## config.mk

```make
export PLATFORM = sky130hd
export DESIGN_NAME = instr_fetch_unit
export DESIGN_NICKNAME = d
export VERILOG_FILES = /design/src/rtl/instr_fetch_unit.sv
export SDC_FILE = /design/constraint.sdc
export NUM_CORES = 1
export LEC_CHECK = 0
export CELL_PAD_IN_SITES_DETAIL_PLACEMENT = 1
export CELL_PAD_IN_SITES_GLOBAL_PLACEMENT = 1
export CORE_MARGIN = 2
export CORE_UTILIZATION = 30
export DETAILED_ROUTE_END_ITERATION = 10
export PLACE_DENSITY_LB_ADDON = 0.1
export SLEW_MARGIN = 40
export SYNTH_ARGS = -nofsm -noshare
export SYNTH_HDL_FRONTEND = slang
export SYNTH_SLANG_ARGS = --single-unit
```

## constraint.sdc

```tcl
create_clock -name clk -period 2.8 [get_ports clk]
set_input_delay 0.56 -clock clk [delete_from_list [all_inputs] [get_ports clk]]
set_output_delay 0.56 -clock clk [all_outputs]
set_load 0.01 [all_outputs]
```

## src/rtl/instr_fetch_unit.sv

```systemverilog
// instr_fetch_unit: PC owner and instruction fetcher for the 16-bit TSC CPU; optional FETCH_BYPASS_EN forwards i_data to decode during the fetch cycle.
module instr_fetch_unit #(
  parameter int WORD_WIDTH = 16,
  parameter logic [WORD_WIDTH-1:0] RESET_PC = '0,
  parameter int CNT_WIDTH = 16
) (
  input  logic                  clk,
  input  logic                  reset_n,
  output logic                  readM,
  output logic [WORD_WIDTH-1:0] i_address,
  input  logic [WORD_WIDTH-1:0] i_data,
  input  logic                  inputReady,
  output logic [WORD_WIDTH-1:0] instruction,
  output logic                  instr_valid,
  output logic [WORD_WIDTH-1:0] pc_value,
  input  logic                  branch,
  input  logic                  b_cond,
  input  logic                  jal,
  input  logic                  jalr,
  input  logic [WORD_WIDTH-1:0] immediate,
  input  logic [WORD_WIDTH-1:0] cpu_alu_output,
  input  logic                  exec_stall,
  input  logic                  halt,
  output logic                  is_halted,
  output logic [CNT_WIDTH-1:0]  num_inst
);
  typedef enum logic [1:0] {S_FETCH, S_EXEC, S_HALT} state_e;
  state_e state_q, state_d;
  logic [WORD_WIDTH-1:0] pc_q, pc_d, instr_q, instr_d, pc_inc, next_pc;
  logic [CNT_WIDTH-1:0] cnt_q, cnt_d;
  logic readM_q, readM_d, accept, retire;
  // read data only counts once the registered request is actually visible to memory
  assign accept = (state_q == S_FETCH) && readM_q && inputReady;
  assign retire = (state_q == S_EXEC) && !exec_stall;
  assign pc_inc = pc_q + WORD_WIDTH'(1);
  always_ff @(posedge clk or negedge reset_n) begin
    if (!reset_n) state_q <= S_FETCH;
    else state_q <= state_d;
  end
  always_comb begin
    state_d = (state_q == S_FETCH) ? (accept ? S_EXEC : S_FETCH) :
              (state_q == S_EXEC)  ? (exec_stall ? S_EXEC : halt ? S_HALT : S_FETCH) :
              S_HALT;
  end
  always_comb begin
    next_pc = jalr ? cpu_alu_output :
              jal ? {pc_q[WORD_WIDTH-1:12], instr_q[11:0]} :
              (branch && b_cond) ? pc_inc + immediate : pc_inc;
    pc_d    = (retire && !halt) ? next_pc : pc_q;
    instr_d = accept ? i_data : instr_q;
    cnt_d   = cnt_q + CNT_WIDTH'(retire);
    readM_d = (state_d == S_FETCH);
  end
  always_ff @(posedge clk or negedge reset_n) begin
    if (!reset_n) begin
      pc_q    <= RESET_PC;
      instr_q <= '0;
      cnt_q   <= '0;
      readM_q <= 1'b0;
    end else begin
      pc_q    <= pc_d;
      instr_q <= instr_d;
      cnt_q   <= cnt_d;
      readM_q <= readM_d;
    end
  end
  always_comb begin
    readM       = readM_q;
    i_address   = pc_q;
    instr_valid = (state_q == S_EXEC);
    is_halted   = (state_q == S_HALT);
    pc_value    = pc_inc;
    num_inst    = cnt_q;
`ifdef FETCH_BYPASS_EN
    instruction = accept ? i_data : instr_q;
`else
    instruction = instr_q;
`endif
  end
endmodule

```

==> summary.md <==
| Metric | Value |
|---|---|
| Mean post-synth cell area | `9.41 sq um` |
| Chip width | `111 microns` |
| Maximum number of pins on one net before global-route repair | `28` |
| H-tree depth reported by CTS | `2` |
| Portion of the clock cycle consumed by the worst path in the final layout | `97.9%` |
| Buffers added on ports | `123` |
| Netlist Area Pre-Place | `3460 sq um` |
| Max IR drop VDD | `0.000422 V` |
| Total clock sinks | `51` |
| Number of standard-cell rows in the floorplan | `39` |
| Starting utilization of the core area | `30.6%` |
| Mapped Cells | `368` |
| Post-DR vias/cell | `5.16` |
| Boundary Pins | `124` |
| Area of the die | `12400 sq um` |
| Total congestion overflow | `0` |
| Clock network latency to the later pin of the worst-skew pair | `0.29 ns` |
| Slew of the pin with the lowest slew margin | `0.711 ns` |
| Stage delay of the slowest cell on the critical path | `0.53 ns` |
| Final routed wirelength across all metal layers | `13.1 mm` |
| Slowest cell on the critical path | `clkdlybuf4s50_1` |
| First-pass iteration count of the detailed router | `4` |
| Lkg Pwr | `0.00254 uW` |
| List of cells traversed by the critical path | `and4_1, and3_1, nand3_1, xnor2_2, buf_4, clkdlybuf4s50_1` |
| Number of enable-type register cells in the synthesized netlist | `0` |
| Number of violations of the max-capacitance limit | `0` |
| Type of the setup path with the least slack | `register to output pin` |
| RSZ-0062 raised after global routing | `yes` |
| Critical path required time | `2.24 ns` |
| Number of antenna violations at the first check in global routing | `0` |
| Post-layout power | `5450 uW` |
| Commonest cells after routing, fill and taps aside | `clkdlybuf4s50_1, buf_4, dfrtp_1, nand2_1, a21oi_1` |
| Die extent in y | `111 microns` |
| Via count of the first global-routing pass | `3799` |
| Final GP Congestion | `0.833` |
| Min-Delay Path Class | `primary input to asynchronous set/reset pin` |
| Number of distinct library cells after synthesis | `52` |
| Final Setup Violations | `0` |
| Clock-pin slew of the registers on the worst-case setup and hold paths | `0.07 ns` |
| Sequential share of the synthesized area | `36.9%` |
| CTS tree | `done` |
| Total negative slack for setup checks | `0 ns` |
| Global-route wire length before repair | `20.4 mm` |
| Clock tree root driver cell | `clkbuf_16` |
| Slew Viols, Final | `0` |
| Shortest period the worst path allows | `2.74 ns` |
| Arrival time reported for the critical path endpoint | `2.18 ns` |
| Residual DRC count | `0` |
| Highest Clock Rate | `365 MHz` |
| Total clock buffers created by CTS | `5` |
| Total power per unit cell area | `943 nW/um^2` |
| Warning count from the yosys run | `0` |
| Number of hold-slack violations in the final timing report | `0` |
| Instance area at placement | `5370 sq um` |
| Area growth from synthesis to final layout | `67.0%` |
| Drt wl/cell | `18.4 microns` |
| Area used by multi-input combinational logic | `2300 sq um` |
| Layout net count | `645` |
| Type of origin of the critical path | `register` |
| Type of element capturing the critical path | `output pin` |
| Maximum fanout encountered on the critical timing path | `5` |
| Filler Cells Inserted | `1305` |
| Family with the most delay on the worst path | `buffers and inverters` |
| Detailed Place HPWL | `10.2 mm` |
| Post-route antenna net violation count | `0` |
| Primary flip-flop cell chosen by synthesis mapping | `dfrtp_1` |
| Fraction of final layout cells with drive strength greater than 1 | `24.3%` |
| Outcome | `finished clean` |
| Clock tree skew after final layout | `0.00512 ns` |
| Hold Buf Count CTS | `0` |
| Number of buffers between clock root and the deepest sink | `2` |
| 1st-iter DRT viols | `133` |
| Max_slew headroom | `52.6%` |
| Number of nets in the synthesized netlist | `447` |
| Leading cell type in the layout, fill and taps excluded | `clkdlybuf4s50_1` |
| Number of buffer and inverter instances along the worst setup path | `2` |
| Routed via count | `3664` |
| Async S/R FF share, synth | `100%` |
| Inserted Diodes | `0` |
| Summed area of non-filler cells in the final layout | `5780 sq um` |
| All-Layer GR Usage | `20.5%` |
| Core box area | `11300 sq um` |
| Total area of sequential cells | `1280 sq um` |
| Flip-flop and latch count after synthesis | `51` |
[worst register-to-register path, cell delays in order (launching register included)]
cell	delay [ns]
dfrtp_2	0.40
buf_6	0.11
nand3_4	0.12
nor2_4	0.13
and3_4	0.22
xor2_4	0.27
ha_4	0.26
and3_4	0.18
a221o_1	0.33
a41oi_2	0.20
mux2i_1	0.22
nand2_1	0.07
a31oi_1	0.15
[synthesized netlist by cell type, types with 3 or more instances]
library cell / number / area share [%]
a21o_1: 6 / 1.3
a21oi_1: 30 / 4.3
a221oi_1: 4 / 1.0
a31oi_1: 5 / 0.90
and3_1: 8 / 1.4
and4_1: 4 / 1.0
clkbuf_1: 8 / 0.87
dfrtp_1: 51 / 37
ha_1: 21 / 7.6
inv_1: 8 / 0.87
mux2_2: 16 / 5.2
mux2i_1: 4 / 1.2
nand2_1: 39 / 4.2
nand2b_1: 3 / 0.54
nand3_1: 16 / 2.3
nand4_1: 7 / 1.3
nor2_1: 24 / 2.6
nor2b_1: 3 / 0.54
nor3_1: 4 / 0.58
o21ai_0: 19 / 2.7
o21bai_1: 3 / 0.65
o221ai_1: 3 / 0.76
o22ai_1: 6 / 1.1
xnor2_1: 24 / 6.1
xor2_1: 14 / 3.5
[path summary, 6_finish.rpt]
| path | startpoint | to | slack [ns] | depth (start not counted) |
|---|---|---|---|---|
| worst max-delay path | i_address[7] | pc_value[14] | 0.06 | 6 |
| worst min-delay path | reset_n | i_address[13] | 0.31 | 1 |
| worst max register to register | i_address[1] | i_address[12] | 0.07 | 12 |
| worst min register to register | num_inst[15] | num_inst[15] | 0.49 | 1 |
| max in group asynchronous | reset_n | instruction[7] | 1.90 | 2 |
| min in group clk | num_inst[15] | num_inst[15] | 0.49 | 1 |
[power breakdown]
part	switching, uW	internal [uW]
Combinational	1610	1940
Clock	289	336
Sequential	276	1000
Total	2170	3280
[state kept, by name, indices dropped and copies added (netlist names)]
register and flops:
state_q 2, num_inst 16, i_address 16, instruction 16, readM 1
[routing by layer]
layer | GRT usage [%] | vias to the layer above | wire length, microns
met2 | 34.5 | 70 | 6410
li1 | - | 1737 | -
met4 | 4.03 | 0 | 127
met5 | 0 | - | 0
met3 | 3.86 | 10 | 524
met1 | 27.8 | 1847 | 6000
[timing repair]
action / 4_1_cts / 5_1_grt
pin swaps: 4 / 19
buffers inserted: 2 / 11
setup endpoints to repair: 8 / 14
gates resized for setup: 7 / 24
[stage by stage]
stage / utilization [%] / instances / hold WS (ns) / worst slack, ns
after floorplan: - / 368 / 0.264 / 0.0223
after global placement: 47.5 / 689 / 0.458 / -0.111
after detailed placement: 47.5 / 689 / 0.479 / -0.156
after CTS: 49.1 / 699 / 0.332 / -0.0157
after global routing: 51.1 / 710 / 0.357 / -0.102
final: 51.1 / 710 / 0.311 / 0.0582
[layout make-up]
type | instances | area share, %
tap | 143 | 3.09
clock buffer | 6 | 2.23
sequential | 51 | 22.2
inverter | 9 | 0.584
clock inverter | 2 | 0.281
multi-input combinational | 298 | 39.9
timing repair buffer | 201 | 31.8
[logic make-up after synthesis]
kind of cell	after synthesis	synth area share, %
AO/OA/AOI/OAI	97	17.9
XOR/XNOR	39	10.1
adder cells (fa/ha/maj)	22	8.17
buffers and inverters	19	2.10
flip-flops	51	36.9
multiplexers	20	6.36
AND/OR/NAND/NOR	120	18.6
No activity file was read; power rests on OpenSTA's default activity.
